$ cat src/rtl/mem_port_arbiter.sv
// mem_port_arbiter: shares one single-ported memory interface between the
// instruction fetch unit (IFU) and the load/store unit (LSU) of the NPC core.
// One transaction is outstanding at a time. Requests are latched on accept,
// presented to memory until it takes them, and the response is routed back
// to the requester that owns the transaction.
//
// Arbitration policy:
//   default            : fixed priority, LSU first. After STARVE_MAX
//                        consecutive LSU grants while the IFU is waiting,
//                        the IFU is forced through.
//   MEM_ARB_RR_EN      : round-robin. The requester that did not win last
//                        time wins a tie. The IFU wins the first tie after
//                        reset. STARVE_MAX is not used in this build.
module mem_port_arbiter #(
    parameter int ADDR_W     = 32,
    parameter int DATA_W     = 32,
    parameter int STARVE_MAX = 4
) (
    input  logic                  clk,
    input  logic                  rst_n,

    input  logic                  ifu_req_valid,
    input  logic [ADDR_W-1:0]     ifu_req_addr,
    output logic                  ifu_req_ready,
    output logic                  ifu_rsp_valid,
    output logic [DATA_W-1:0]     ifu_rsp_data,

    input  logic                  lsu_req_valid,
    input  logic [ADDR_W-1:0]     lsu_req_addr,
    input  logic                  lsu_req_wen,
    input  logic [DATA_W-1:0]     lsu_req_wdata,
    input  logic [DATA_W/8-1:0]   lsu_req_wmask,
    output logic                  lsu_req_ready,
    output logic                  lsu_rsp_valid,
    output logic [DATA_W-1:0]     lsu_rsp_data,

    output logic                  mem_req_valid,
    input  logic                  mem_req_ready,
    output logic [ADDR_W-1:0]     mem_req_addr,
    output logic                  mem_req_wen,
    output logic [DATA_W-1:0]     mem_req_wdata,
    output logic [DATA_W/8-1:0]   mem_req_wmask,
    input  logic                  mem_rsp_valid,
    input  logic [DATA_W-1:0]     mem_rsp_data
);

    localparam int MASK_W = DATA_W / 8;

    typedef enum logic [1:0] {
        ST_IDLE,
        ST_REQ,
        ST_WAIT
    } state_t;

    typedef enum logic {
        OWN_IFU,
        OWN_LSU
    } owner_t;

    state_t              state;
    state_t              state_next;
    owner_t              owner;

    logic [ADDR_W-1:0]   lat_addr;
    logic                lat_wen;
    logic [DATA_W-1:0]   lat_wdata;
    logic [MASK_W-1:0]   lat_wmask;

    logic                grant_ifu;
    logic                grant_lsu;
    logic                accept;

    // A request is accepted only in IDLE, and only for the arbitration winner.
    assign accept = (state == ST_IDLE) && (grant_ifu || grant_lsu);

`ifdef MEM_ARB_RR_EN

    owner_t last_grant;

    // Round-robin: on a tie the requester that lost last time goes first.
    always_comb begin
        grant_ifu = ifu_req_valid && (!lsu_req_valid || (last_grant == OWN_LSU));
        grant_lsu = lsu_req_valid && !grant_ifu;
    end

    // Remember who won the most recent accept; LSU at reset so the IFU wins the first tie.
    always_ff @(posedge clk or negedge rst_n) begin
        if (!rst_n) begin
            last_grant <= OWN_LSU;
        end else if (accept) begin
            last_grant <= grant_lsu ? OWN_LSU : OWN_IFU;
        end
    end

`else

    localparam int                CNT_W   = $clog2(STARVE_MAX + 1);
    localparam logic [CNT_W-1:0]  CNT_MAX = CNT_W'(STARVE_MAX);

    logic [CNT_W-1:0] starve_cnt;
    logic             ifu_forced;

    // Fixed LSU-first priority, overridden once the IFU has been passed over STARVE_MAX times.
    always_comb begin
        ifu_forced = ifu_req_valid && (starve_cnt == CNT_MAX);
        grant_lsu  = lsu_req_valid && !ifu_forced;
        grant_ifu  = ifu_req_valid && !grant_lsu;
    end

    // Count LSU grants that bypassed a waiting IFU; any IFU grant starts the count over.
    always_ff @(posedge clk or negedge rst_n) begin
        if (!rst_n) begin
            starve_cnt <= '0;
        end else if (accept) begin
            if (grant_ifu) begin
                starve_cnt <= '0;
            end else if (ifu_req_valid && (starve_cnt != CNT_MAX)) begin
                starve_cnt <= starve_cnt + CNT_W'(1);
            end
        end
    end

`endif

    // Transaction state register.
    always_ff @(posedge clk or negedge rst_n) begin
        if (!rst_n) begin
            state <= ST_IDLE;
        end else begin
            state <= state_next;
        end
    end

    // Capture the winning request's fields and owner; IFU fetches are always reads with no mask.
    always_ff @(posedge clk or negedge rst_n) begin
        if (!rst_n) begin
            lat_addr  <= '0;
            lat_wen   <= 1'b0;
            lat_wdata <= '0;
            lat_wmask <= '0;
            owner     <= OWN_IFU;
        end else if (accept) begin
            if (grant_lsu) begin
                lat_addr  <= lsu_req_addr;
                lat_wen   <= lsu_req_wen;
                lat_wdata <= lsu_req_wdata;
                lat_wmask <= lsu_req_wmask;
                owner     <= OWN_LSU;
            end else begin
                lat_addr  <= ifu_req_addr;
                lat_wen   <= 1'b0;
                lat_wdata <= '0;
                lat_wmask <= '0;
                owner     <= OWN_IFU;
            end
        end
    end

    // Next-state and handshake outputs; responses outside WAIT are ignored.
    always_comb begin
        state_next    = state;
        ifu_req_ready = 1'b0;
        lsu_req_ready = 1'b0;
        mem_req_valid = 1'b0;
        ifu_rsp_valid = 1'b0;
        lsu_rsp_valid = 1'b0;

        case (state)
            ST_IDLE: begin
                ifu_req_ready = grant_ifu;
                lsu_req_ready = grant_lsu;
                if (accept) begin
                    state_next = ST_REQ;
                end
            end
            ST_REQ: begin
                mem_req_valid = 1'b1;
                if (mem_req_ready) begin
                    state_next = ST_WAIT;
                end
            end
            ST_WAIT: begin
                if (mem_rsp_valid) begin
                    ifu_rsp_valid = (owner == OWN_IFU);
                    lsu_rsp_valid = (owner == OWN_LSU);
                    state_next    = ST_IDLE;
                end
            end
            default: begin
                state_next = ST_IDLE;
            end
        endcase
    end

    assign mem_req_addr  = lat_addr;
    assign mem_req_wen   = lat_wen;
    assign mem_req_wdata = lat_wdata;
    assign mem_req_wmask = lat_wmask;

    assign ifu_rsp_data  = mem_rsp_data;
    assign lsu_rsp_data  = mem_rsp_data;

endmodule
$ cat config.mk
export PLATFORM = sky130hd
export DESIGN_NAME = mem_port_arbiter
export DESIGN_NICKNAME = d
export VERILOG_FILES = /design/src/rtl/mem_port_arbiter.sv
export SDC_FILE = /design/constraint.sdc
export NUM_CORES = 1
export LEC_CHECK = 0
export CAP_MARGIN = 20
export CORE_ASPECT_RATIO = 1.5
export CORE_MARGIN = 8
export CORE_UTILIZATION = 36
export DETAILED_ROUTE_END_ITERATION = 12
export PLACE_DENSITY_LB_ADDON = 0.15
export SKIP_LAST_GASP = 1
export SYNTH_ARGS = -nofsm -noshare
export SYNTH_HDL_FRONTEND = slang
export SYNTH_SLANG_ARGS = --single-unit
export TNS_END_PERCENT = 50
$ cat constraint.sdc
create_clock -name clk -period 2.1 [get_ports clk]
set_input_delay 0.42 -clock clk [delete_from_list [all_inputs] [get_ports clk]]
set_output_delay 0.42 -clock clk [all_outputs]
set_load 0.02 [all_outputs]
==> metrics.txt, run 1 <==
# TYPE chip_impl_metric gauge
chip_impl_metric{name="ys_ff_latch",unit=""} 75
chip_impl_metric{name="mappedNetlistNets",unit=""} 523
chip_impl_info{name="final_common_cell",value="sky130_fd_sc_hd__clkdlybuf4s50_1"} 1
chip_impl_metric{name="synth_seq_area_share",unit=""} 0.4596
chip_impl_metric{name="hpwl",unit="um"} 9535
chip_impl_metric{name="timing_worst_slew_pin_value",unit="ns"} 0.5623
chip_impl_metric{name="largest_net_degree_at_the_start_of_global_routing",unit=""} 43
chip_impl_metric{name="ctsLongestPathBuffers",unit=""} 2
chip_impl_metric{name="core_area",unit="sq um"} 11060
chip_impl_metric{name="remaining_drcs",unit=""} 0
chip_impl_metric{name="worst_ep_required_time",unit="ns"} 1.68
chip_impl_metric{name="finalHoldViolCount",unit=""} 0
chip_impl_metric{name="power.leakage",unit="nW"} 2.431
chip_impl_metric{name="cts_num_sinks",unit=""} 75
chip_impl_metric{name="maxCapViolations",unit=""} 0
chip_impl_metric{name="final.setup_skew",unit="ns"} 0.006374
chip_impl_metric{name="min_period_over_period",unit=""} 0.9977
chip_impl_info{name="rsz0062_at_grt",value="yes"} 1
chip_impl_info{name="crit_path_start",value="state[1]$_DFFE_PN0P_"} 1
chip_impl_info{name="worst_setup_path_endpoint",value="mem_req_valid"} 1
chip_impl_metric{name="cts_hold_buffers",unit=""} 0
chip_impl_metric{name="post-place-cells",unit=""} 623
chip_impl_metric{name="synth_enable_flop_cells",unit=""} 0
chip_impl_metric{name="drt_pass1_iterations",unit=""} 4
chip_impl_metric{name="setup-violations-final",unit=""} 0
chip_impl_info{name="cts_tree",value="built"} 1
chip_impl_metric{name="wl_per_cell",unit="um"} 20.31
chip_impl_metric{name="clock_insertion_delay_worst_skew",unit="ns"} 0.34
chip_impl_metric{name="gpl.final_weighted_congestion",unit=""} 0.7754
chip_impl_metric{name="final_net_count",unit=""} 629
chip_impl_metric{name="placementRows",unit=""} 47
chip_impl_metric{name="vdd.ir_drop.worst",unit="uV"} 548.0
chip_impl_metric{name="finalCriticalPeriod",unit="ns"} 2.095
chip_impl_metric{name="fp.dieArea",unit="sq um"} 15080
chip_impl_metric{name="path_clk_slew",unit="ns"} 0.06
chip_impl_info{name="worstReg2RegStart",value="state[1]$_DFFE_PN0P_"} 1
chip_impl_metric{name="instances_no_fill",unit=""} 641
chip_impl_metric{name="ys_types",unit=""} 29
chip_impl_info{name="yosys_most_used_dff",value="sky130_fd_sc_hd__dfrtp_1"} 1
chip_impl_metric{name="starting_density_of_the_core",unit=""} 0.3694
chip_impl_metric{name="worst_ep_arrival_time",unit="ns"} 1.68
chip_impl_metric{name="route.vias.total",unit=""} 3356
chip_impl_metric{name="htreeDepth",unit=""} 3
chip_impl_metric{name="worst-r2r-setup-slack",unit="ns"} 0.22
chip_impl_metric{name="drive_above_1_share",unit=""} 0.1400
chip_impl_metric{name="cts_inserted_buffers",unit=""} 9
chip_impl_metric{name="num_io_pins",unit=""} 277
chip_impl_metric{name="area.growth.synth_to_final",unit="%"} 42.43
chip_impl_metric{name="grt_first_pass_wirelength",unit="um"} 20180
chip_impl_metric{name="timing.slew.headroom",unit=""} 0.6252
chip_impl_info{name="crit_path_end_kind",value="primary output"} 1
chip_impl_metric{name="mean_post_synth_cell_area",unit="sq um"} 10.69
chip_impl_metric{name="place_ws",unit="ns"} -0.1341
chip_impl_metric{name="power.density_cell_area",unit="nW/um^2"} 1462
chip_impl_metric{name="route.antenna.remaining_nets",unit=""} 0
chip_impl_metric{name="syn-cell-area",unit="sq um"} 4084
chip_impl_info{name="setup.worst_path.class",value="flip-flop to primary output"} 1
chip_impl_metric{name="drt-vias-per-instance",unit=""} 5.236
chip_impl_metric{name="layout.filler_cells",unit=""} 1039
chip_impl_info{name="hold_path.class",value="input port to async pin"} 1
chip_impl_metric{name="globalRoute.totalOverflow",unit=""} 0
chip_impl_metric{name="gr-usage-all-layers",unit=""} 0.1750
chip_impl_metric{name="synth-async-reset-ratio",unit=""} 1.000
chip_impl_info{name="final_cell_mix",value="sky130_fd_sc_hd__clkdlybuf4s50_1 (174), sky130_fd_sc_hd__dfrtp_1 (75), sky130_fd_sc_hd__nand3_1 (41), sky130_fd_sc_hd__inv_1 (36), sky130_fd_sc_hd__nand4_1 (33)"} 1
chip_impl_metric{name="max_clock_freq",unit="MHz"} 477.3
chip_impl_metric{name="die_y",unit="um"} 146.4
chip_impl_info{name="crit-reg2reg-capture",value="mem_req_addr[1]$_DFFE_PN0P_"} 1
chip_impl_metric{name="first_iter_violations",unit=""} 124
chip_impl_metric{name="worstRegToRegCells",unit=""} 4
chip_impl_metric{name="worst_hold_margin",unit="ns"} 0.07352
chip_impl_metric{name="routed_wirelength",unit="um"} 13020
chip_impl_metric{name="first_global_vias",unit=""} 3624
chip_impl_info{name="status",value="completed"} 1
chip_impl_metric{name="worst-path-max-fanout",unit=""} 5
chip_impl_metric{name="dieWidth",unit="um"} 103.0
chip_impl_metric{name="setup_slack",unit="ns"} 0.004818
chip_impl_metric{name="multiInputGateArea",unit="sq um"} 1393
chip_impl_metric{name="area.sequential",unit="sq um"} 1877
chip_impl_info{name="ctsRootBufferMaster",value="sky130_fd_sc_hd__clkbuf_16"} 1
chip_impl_metric{name="netlist_instances",unit=""} 382
chip_impl_metric{name="antenna_violations_before_repair",unit=""} 1
chip_impl_metric{name="io_buffer_count",unit=""} 180
chip_impl_metric{name="overall_power_after_layout",unit="mW"} 8.505
chip_impl_info{name="critical_path.startpoint_type",value="flip-flop"} 1
chip_impl_metric{name="number_of_pins_exceeding_their_max_slew_limit_in_the_final_report",unit=""} 0
chip_impl_metric{name="count_of_synthesis_stage_warnings_from_yosys",unit=""} 0
==> stage by stage <==
step	util	TNS (ns)	area [sq um]
finish	0.5261	0	5817
global route	0.5261	-0.09547	5817
CTS	0.5241	-0.1200	5794
detailed placement	0.4985	-0.2864	5512
global placement	0.4985	-0.2716	5512
floorplan	-	0	4084
==> per-layer routing <==
metal	up-vias	share of wire	routed length (um)	track usage
met5	-	0	0	0
met4	0	0.043	556	0.1098
met3	51	0.080	1039	0.04426
met2	148	0.53	6904	0.3091
met1	1619	0.35	4517	0.1746
li1	1538	-	-	-
==> power by group <==
group / leakage (nW) / total (mW) / switching, mW / internal, mW
Clock: 0.131 / 1.47 / 0.649 / 0.818
Combinational: 1.36 / 4.55 / 2.39 / 2.16
Sequential: 0.940 / 2.49 / 0.379 / 2.11
Total: 2.43 / 8.50 / 3.42 / 5.09
==> worst min-delay path by stage <==
stage,startpoint,to,slack [ns],depth (start not counted)
floorplan,rst_n,mem_req_addr[0]$_DFFE_PN0P_,0.12,0
global placement,rst_n,mem_req_addr[4]$_DFFE_PN0P_,0.46,1
detailed placement,rst_n,mem_req_addr[4]$_DFFE_PN0P_,0.46,1
CTS,rst_n,mem_req_addr[2]$_DFFE_PN0P_,0.09,1
global route,rst_n,mem_req_addr[2]$_DFFE_PN0P_,0.12,1
finish,rst_n,mem_req_addr[4]$_DFFE_PN0P_,0.07,1
==> state kept, by name, indices dropped and copies added (netlist names) <==
register / count
mem_req_wdata: 32
mem_req_addr: 32
mem_req_wen: 1
starve_cnt: 3
state: 2
mem_req_wmask: 4
owner: 1
==> cell usage after synthesis (2+ instances only) <==
library cell	number	area (sq um)
sky130_fd_sc_hd__a21o_1	2	15.01
sky130_fd_sc_hd__a22o_1	30	262.8
sky130_fd_sc_hd__buf_1	4	15.01
sky130_fd_sc_hd__buf_2	11	55.05
sky130_fd_sc_hd__buf_4	66	495.5
sky130_fd_sc_hd__buf_6	7	78.83
sky130_fd_sc_hd__clkbuf_1	12	45.04
sky130_fd_sc_hd__dfrtp_1	75	1877
sky130_fd_sc_hd__ha_1	2	25.02
sky130_fd_sc_hd__inv_1	36	135.1
sky130_fd_sc_hd__nand2_1	6	22.52
sky130_fd_sc_hd__nand3_1	41	205.2
sky130_fd_sc_hd__nand4_1	33	206.5
sky130_fd_sc_hd__nor2_1	2	7.510
sky130_fd_sc_hd__nor3_1	2	10.01
sky130_fd_sc_hd__o21ai_1	3	15.01
sky130_fd_sc_hd__o221ai_1	2	17.52
sky130_fd_sc_hd__o221ai_2	30	450.4
sky130_fd_sc_hd__o2bb2ai_1	8	70.07
==> final cells by class <==
cell class / count / share of cell area
Multi-Input combinational cell: 171 / 0.2394
Tap cell: 147 / 0.03162
Inverter: 36 / 0.02323
Clock buffer: 9 / 0.03872
Sequential cell: 75 / 0.3226
Antenna cell: 1 / 0.0004302
Clock inverter: 7 / 0.01032
Timing Repair Buffer: 195 / 0.3336
==> timing repair <==
action	CTS	global route
setup endpoints to repair	5	4
resized for setup	2	5
pin swaps	0	3
buffers inserted	0	1
==> worst max-delay path, cell delays in order, from the launching register on <==
cell,delay (ns)
sky130_fd_sc_hd__dfrtp_1,0.45
sky130_fd_sc_hd__nand2b_1,0.19
sky130_fd_sc_hd__inv_1,0.08
sky130_fd_sc_hd__clkdlybuf4s50_1,0.62
==> kinds of logic after synthesis <==
family / after synthesis / share of synthesized area
AOI/OAI and AO/OA: 76 / 0.2056
and+or+nand+nor: 93 / 0.1268
DFF: 75 / 0.4596
adders and majority gates: 2 / 0.006126
buffers and inverters: 136 / 0.2019
(Power assumes the default switching activity.)
==> inputs of run 2 (changes only) <==
--- a/config.mk
+++ b/config.mk
@@ -15,4 +15,4 @@
 export SYNTH_ARGS = -nofsm -noshare
 export SYNTH_HDL_FRONTEND = slang
 export SYNTH_SLANG_ARGS = --single-unit
-export TNS_END_PERCENT = 50
+export TNS_END_PERCENT = 5
==> metrics.txt, run 2 (same netlist as run 1, synthesis figures left out) <==
# TYPE chip_impl_metric gauge
chip_impl_info{name="status",value="finished with violations"} 1
chip_impl_info{name="violations_in_the_final_reports",value="negative setup slack"} 1
chip_impl_metric{name="timing.slew.headroom",unit=""} 0.6244
chip_impl_metric{name="setup_tns",unit="ns"} -0.07270
chip_impl_info{name="critical_path.startpoint_type",value="input port"} 1
chip_impl_metric{name="finish.instance_area",unit="sq um"} 5801
chip_impl_metric{name="remaining_drcs",unit=""} 0
chip_impl_metric{name="grt_first_pass_wirelength",unit="um"} 20180
chip_impl_metric{name="worst_hold_margin",unit="ns"} 0.07405
chip_impl_metric{name="placementRows",unit=""} 47
chip_impl_info{name="hold_path.class",value="input port to async pin"} 1
chip_impl_metric{name="power.density_cell_area",unit="nW/um^2"} 1466
chip_impl_metric{name="die_y",unit="um"} 146.4
chip_impl_info{name="final_common_cell",value="sky130_fd_sc_hd__clkdlybuf4s50_1"} 1
chip_impl_metric{name="drt-vias-per-instance",unit=""} 5.261
chip_impl_metric{name="largest_net_degree_at_the_start_of_global_routing",unit=""} 43
chip_impl_metric{name="finalHoldViolCount",unit=""} 0
chip_impl_metric{name="antenna_violations_before_repair",unit=""} 1
chip_impl_metric{name="area.growth.synth_to_final",unit="%"} 42.03
chip_impl_info{name="cts_tree",value="built"} 1
chip_impl_metric{name="route.vias.total",unit=""} 3367
chip_impl_metric{name="path_clk_slew",unit="ns"} 0.06
chip_impl_metric{name="gr-usage-all-layers",unit=""} 0.1750
chip_impl_metric{name="setup_slack",unit="ns"} -0.05453
chip_impl_metric{name="starting_density_of_the_core",unit=""} 0.3694
chip_impl_metric{name="post-place-cells",unit=""} 623
chip_impl_metric{name="hpwl",unit="um"} 9535
chip_impl_metric{name="final.setup_skew",unit="ns"} 0.006384
chip_impl_metric{name="layout.filler_cells",unit=""} 1041
chip_impl_metric{name="max_clock_freq",unit="MHz"} 464.1
chip_impl_metric{name="detailed_place.area",unit="sq um"} 5512
chip_impl_metric{name="fp.dieArea",unit="sq um"} 15080
chip_impl_metric{name="ctsLongestPathBuffers",unit=""} 2
chip_impl_metric{name="area.sequential",unit="sq um"} 1877
chip_impl_metric{name="first_iter_violations",unit=""} 131
chip_impl_metric{name="dieWidth",unit="um"} 103.0
chip_impl_info{name="crit_path_end_kind",value="primary output"} 1
chip_impl_metric{name="core_area",unit="sq um"} 11060
chip_impl_metric{name="maxCapViolations",unit=""} 0
chip_impl_metric{name="worst_ep_arrival_time",unit="ns"} 1.73
chip_impl_metric{name="gpl.final_weighted_congestion",unit=""} 0.7754
chip_impl_metric{name="power.leakage",unit="nW"} 2.411
chip_impl_metric{name="cts_num_sinks",unit=""} 75
chip_impl_metric{name="htreeDepth",unit=""} 3
chip_impl_metric{name="globalRoute.totalOverflow",unit=""} 0
chip_impl_metric{name="cts_inserted_buffers",unit=""} 9
chip_impl_metric{name="timing_worst_slew_pin_value",unit="ns"} 0.5633
chip_impl_metric{name="worst-r2r-setup-slack",unit="ns"} 0.22
chip_impl_metric{name="worstRegToRegCells",unit=""} 4
chip_impl_metric{name="number_of_pins_exceeding_their_max_slew_limit_in_the_final_report",unit=""} 0
chip_impl_metric{name="drive_above_1_share",unit=""} 0.1362
chip_impl_info{name="crit_path_start",value="mem_rsp_valid"} 1
chip_impl_metric{name="place_ws",unit="ns"} -0.1341
chip_impl_info{name="ctsRootBufferMaster",value="sky130_fd_sc_hd__clkbuf_16"} 1
chip_impl_metric{name="worst_ep_required_time",unit="ns"} 1.68
chip_impl_metric{name="routed_wirelength",unit="um"} 13020
chip_impl_metric{name="vdd.ir_drop.worst",unit="uV"} 548.7
chip_impl_metric{name="drt_pass1_iterations",unit=""} 4
chip_impl_metric{name="instances_no_fill",unit=""} 640
chip_impl_info{name="setup.worst_path.class",value="input port to primary output"} 1
chip_impl_info{name="crit-reg2reg-capture",value="mem_req_addr[1]$_DFFE_PN0P_"} 1
chip_impl_metric{name="route.antenna.remaining_nets",unit=""} 0
chip_impl_metric{name="final_net_count",unit=""} 628
chip_impl_info{name="worstReg2RegStart",value="state[0]$_DFFE_PN0P_"} 1
chip_impl_metric{name="min_period_over_period",unit=""} 1.026
chip_impl_metric{name="multiInputGateArea",unit="sq um"} 1389
chip_impl_metric{name="cts_hold_buffers",unit=""} 0
chip_impl_metric{name="worst-path-max-fanout",unit=""} 2
chip_impl_info{name="rsz0062_at_grt",value="yes"} 1
chip_impl_metric{name="setup-violations-final",unit=""} 2
chip_impl_info{name="final_cell_mix",value="sky130_fd_sc_hd__clkdlybuf4s50_1 (176), sky130_fd_sc_hd__dfrtp_1 (75), sky130_fd_sc_hd__nand3_1 (41), sky130_fd_sc_hd__inv_1 (36), sky130_fd_sc_hd__nand4_1 (33)"} 1
chip_impl_metric{name="num_io_pins",unit=""} 277
chip_impl_metric{name="wl_per_cell",unit="um"} 20.35
chip_impl_metric{name="finalCriticalPeriod",unit="ns"} 2.155
chip_impl_metric{name="io_buffer_count",unit=""} 180
chip_impl_metric{name="first_global_vias",unit=""} 3624
chip_impl_metric{name="clock_insertion_delay_worst_skew",unit="ns"} 0.34
[run 2: changes by cell type in the layout (fill, tap and decap cells not counted), sizes merged]
| cell | delta |
|---|---|
| dlygate4sd2 | -1 |
| buf | -1 |
| clkdlybuf4s50 | +2 |
| dlymetal6s2s | -1 |
[run 2: per-layer routing]
layer	track usage	vias to the layer above	share of wire
met5	0	-	0
met4	0.1098	0	0.043
met3	0.04426	51	0.080
met2	0.3091	150	0.53
met1	0.1746	1630	0.35
li1	-	1536	-
[run 2: where the power goes]
part           leakage (nW)  switching (mW)  internal [mW]  total (mW)
Sequential            0.940           0.380           2.11        2.49
Clock                 0.131           0.649          0.818        1.47
Combinational          1.34            2.39           2.16        4.55
[run 2: worst max-delay path, cell delays in order]
cell                              delay [ns]
sky130_fd_sc_hd__clkdlybuf4s50_1        0.48
sky130_fd_sc_hd__nand2_1                0.07
sky130_fd_sc_hd__nor3_1                 0.13
sky130_fd_sc_hd__clkdlybuf4s50_1        0.63
[run 2: area by class of cell]
type | instances | area share
Timing Repair Buffer | 194 | 0.3324
Sequential cell | 75 | 0.3236
Tap cell | 147 | 0.03171
Multi-Input combinational cell | 171 | 0.2394
Clock inverter | 7 | 0.01035
Clock buffer | 9 | 0.03883
Antenna cell | 1 | 0.0004314
Inverter | 36 | 0.02330
[run 2: timing repair]
item,CTS,global route
setup buffers,0,0
endpoints found under the setup margin,5,5
gates cloned,0,0
resized for setup,1,1
[run 2: how the worst max path moves through the flow]
| stage | to | depth (start not counted) |
|---|---|---|
| final | ifu_rsp_valid | 4 |
| after CTS | lsu_rsp_valid | 4 |
| after global placement | lsu_rsp_valid | 4 |
| after detailed placement | lsu_rsp_valid | 4 |
| after floorplan | ifu_req_ready | 7 |
| after global routing | ifu_rsp_valid | 4 |
[run 2: metrics by stage]
stage | util | power, mW
2_1_floorplan | - | 5.390
3_3_place_gp | 0.4985 | 7.070
3_5_place_dp | 0.4985 | 7.127
4_1_cts | 0.5242 | 8.633
5_1_grt | 0.5247 | 9.033
6_report | 0.5247 | 8.502
==> inputs of run 3 (changes only) <==
--- a/config.mk
+++ b/config.mk
@@ -5,11 +5,13 @@
 export SDC_FILE = /design/constraint.sdc
 export NUM_CORES = 1
 export LEC_CHECK = 0
+export ABC_CLOCK_PERIOD_IN_PS = 2100
 export CAP_MARGIN = 20
 export CORE_ASPECT_RATIO = 1.5
 export CORE_MARGIN = 8
 export CORE_UTILIZATION = 36
 export DETAILED_ROUTE_END_ITERATION = 12
+export MAX_ROUTING_LAYER = met4
 export PLACE_DENSITY_LB_ADDON = 0.15
 export SKIP_LAST_GASP = 1
 export SYNTH_ARGS = -nofsm -noshare
==> metrics.txt, run 3 (same netlist as run 1, synthesis figures left out) <==
# TYPE chip_impl_metric gauge
chip_impl_metric{name="die_y",unit="um"} 146.4
chip_impl_metric{name="route.antenna.remaining_nets",unit=""} 0
chip_impl_metric{name="drt-vias-per-instance",unit=""} 5.281
chip_impl_info{name="final_common_cell",value="sky130_fd_sc_hd__clkdlybuf4s50_1"} 1
chip_impl_info{name="rsz0062_at_grt",value="yes"} 1
chip_impl_metric{name="layout.core_utilization",unit=""} 0.5247
chip_impl_metric{name="min_period_over_period",unit=""} 1.026
chip_impl_metric{name="area.growth.synth_to_final",unit="%"} 42.03
chip_impl_metric{name="cp_slowest_stage_delay",unit="ns"} 0.63
chip_impl_metric{name="post-place-cells",unit=""} 623
chip_impl_metric{name="post-cts-setup-buffers",unit=""} 0
chip_impl_info{name="violations_in_the_final_reports",value="negative setup slack"} 1
chip_impl_info{name="critical_path.startpoint_type",value="input port"} 1
chip_impl_metric{name="number_of_pins_exceeding_their_max_slew_limit_in_the_final_report",unit=""} 0
chip_impl_metric{name="multiInputGateArea",unit="sq um"} 1389
chip_impl_info{name="critPathSlowestCell",value="sky130_fd_sc_hd__clkdlybuf4s50_1"} 1
chip_impl_info{name="cpLargestDelayFamily",value="buffers and inverters"} 1
chip_impl_metric{name="first_global_vias",unit=""} 3625
chip_impl_metric{name="path_clk_slew",unit="ns"} 0.06
chip_impl_metric{name="power.density_cell_area",unit="nW/um^2"} 1467
chip_impl_metric{name="io_buffer_count",unit=""} 180
chip_impl_metric{name="clock_insertion_delay_worst_skew",unit="ns"} 0.34
chip_impl_metric{name="finalHoldViolCount",unit=""} 0
chip_impl_info{name="worstPathCellList",value="clkdlybuf4s50_1, nand2_1, nor3_1, clkdlybuf4s50_1"} 1
chip_impl_metric{name="cp_num_cells",unit=""} 4
chip_impl_metric{name="gpl.final_weighted_congestion",unit=""} 0.7859
chip_impl_metric{name="worstRegToRegCells",unit=""} 4
chip_impl_info{name="cts_tree",value="built"} 1
chip_impl_metric{name="hpwl",unit="um"} 9535
chip_impl_metric{name="finalCriticalPeriod",unit="ns"} 2.155
chip_impl_info{name="setup.worst_path.class",value="input port to primary output"} 1
chip_impl_metric{name="core_area",unit="sq um"} 11060
chip_impl_metric{name="layout.filler_cells",unit=""} 1041
chip_impl_metric{name="setup_slack",unit="ns"} -0.05492
chip_impl_metric{name="area.sequential",unit="sq um"} 1877
chip_impl_metric{name="remaining_drcs",unit=""} 0
chip_impl_metric{name="setup-violations-final",unit=""} 2
chip_impl_metric{name="drt_pass1_iterations",unit=""} 4
chip_impl_metric{name="wl_per_cell",unit="um"} 20.41
chip_impl_metric{name="drive_above_1_share",unit=""} 0.1362
chip_impl_metric{name="timing_worst_slew_pin_value",unit="ns"} 0.5670
chip_impl_metric{name="final_net_count",unit=""} 628
chip_impl_metric{name="ctsLongestPathBuffers",unit=""} 2
chip_impl_info{name="hold_path.class",value="input port to async pin"} 1
chip_impl_metric{name="cts_num_sinks",unit=""} 75
chip_impl_metric{name="route.vias.total",unit=""} 3380
chip_impl_info{name="ctsRootBufferMaster",value="sky130_fd_sc_hd__clkbuf_16"} 1
chip_impl_metric{name="first_iter_violations",unit=""} 126
chip_impl_info{name="status",value="finished with violations"} 1
chip_impl_info{name="critPathMostFrequentCell",value="sky130_fd_sc_hd__clkdlybuf4s50_1"} 1
chip_impl_metric{name="crit_buf_inv",unit=""} 2
chip_impl_metric{name="maxCapViolations",unit=""} 0
chip_impl_metric{name="max_clock_freq",unit="MHz"} 464.1
chip_impl_metric{name="final.setup_skew",unit="ns"} 0.006954
chip_impl_metric{name="cts_inserted_buffers",unit=""} 9
chip_impl_metric{name="grt_first_pass_wirelength",unit="um"} 20200
chip_impl_metric{name="globalRoute.totalOverflow",unit=""} 0
chip_impl_metric{name="htreeDepth",unit=""} 3
chip_impl_metric{name="worst-r2r-setup-slack",unit="ns"} 0.21
chip_impl_metric{name="vdd.ir_drop.worst",unit="uV"} 548.9
chip_impl_metric{name="timing.slew.headroom",unit=""} 0.6220
chip_impl_metric{name="worst-path-max-fanout",unit=""} 2
chip_impl_metric{name="worst_ep_required_time",unit="ns"} 1.68
chip_impl_metric{name="routed_wirelength",unit="um"} 13060
chip_impl_metric{name="fp.dieArea",unit="sq um"} 15080
chip_impl_metric{name="antenna_violations_before_repair",unit=""} 1
chip_impl_metric{name="starting_density_of_the_core",unit=""} 0.3694
chip_impl_metric{name="worst_ep_arrival_time",unit="ns"} 1.73
chip_impl_metric{name="power.leakage",unit="nW"} 2.411
chip_impl_metric{name="placementRows",unit=""} 47
chip_impl_metric{name="gr-usage-all-layers",unit=""} 0.1800
chip_impl_metric{name="dieWidth",unit="um"} 103.0
chip_impl_metric{name="largest_net_degree_at_the_start_of_global_routing",unit=""} 43
chip_impl_info{name="crit_path_end_kind",value="primary output"} 1
chip_impl_metric{name="num_io_pins",unit=""} 277
chip_impl_metric{name="instances_no_fill",unit=""} 640
chip_impl_info{name="final_cell_mix",value="sky130_fd_sc_hd__clkdlybuf4s50_1 (176), sky130_fd_sc_hd__dfrtp_1 (75), sky130_fd_sc_hd__nand3_1 (41), sky130_fd_sc_hd__inv_1 (36), sky130_fd_sc_hd__nand4_1 (33)"} 1
## run 3: cell counts in the layout (fill, tap and decap cells not counted)
No cell type changed its count.
## run 3: repair_timing
item | 4_1_cts | 5_1_grt
endpoints found under the setup margin | 5 | 5
hold buffers | 0 | 0
gates resized for setup | 1 | 1
## run 3: power by group
group	leakage (nW)	switching [mW]	internal, mW
sequential	0.940	0.379	2.11
combinational	1.34	2.40	2.16
clock	0.131	0.652	0.818
## run 3: worst reg2reg max path, delay by kind of cell, from the launching register on
| family | cells | cell delay (ns) |
|---|---|---|
| compound gates | 1 | 0.18 |
| buf+inv | 1 | 0.36 |
| flops | 1 | 0.45 |
| simple gates | 2 | 0.75 |
## run 3: layout make-up
cell class,instances,share of cell area
sequential,75,0.3236
clock inverter,7,0.01035
clock buffer,9,0.03883
antenna,1,0.0004314
tap,147,0.03171
timing repair buffer,194,0.3324
inverter,36,0.02330
multi-input combinational,171,0.2394
## run 3: per-layer routing
layer  global-route usage  vias to the layer above  routed length, um
met5                    -                        -                  0
met4               0.1098                        0                594
met3              0.04046                       53               1004
met2               0.3088                      158               6878
met1               0.1777                     1632               4584
li1                     -                     1537                  -
## run 3: through the flow
| step | setup TNS [ns] | total power, mW | area [sq um] | hold slack, ns | worst slack, ns |
|---|---|---|---|---|---|
| floorplan | 0 | 5.390 | 4084 | 0.1244 | 0.1034 |
| global placement | -0.2716 | 7.070 | 5512 | 0.4570 | -0.1305 |
| detailed placement | -0.2864 | 7.127 | 5512 | 0.4559 | -0.1341 |
| CTS | -0.2544 | 8.633 | 5796 | 0.09153 | -0.1344 |
| global route | -0.4131 | 9.034 | 5801 | 0.1234 | -0.1753 |
| finish | -0.08014 | 8.511 | 5801 | 0.07563 | -0.05492 |
## run 3: worst paths after layout
check                                              startpoint                            end
worst max-delay path                            mem_rsp_valid                  ifu_rsp_valid
min in group clk                mem_req_wdata[31]$_DFFE_PN0P_  mem_req_wdata[31]$_DFFE_PN0P_
worst max register to register           state[1]$_DFFE_PN0P_    mem_req_addr[0]$_DFFE_PN0P_
worst min-delay path                                    rst_n    mem_req_addr[4]$_DFFE_PN0P_
worst min register to register  mem_req_wdata[31]$_DFFE_PN0P_  mem_req_wdata[31]$_DFFE_PN0P_
max in group asynchronous                               rst_n              owner$_DFFE_PN0P_
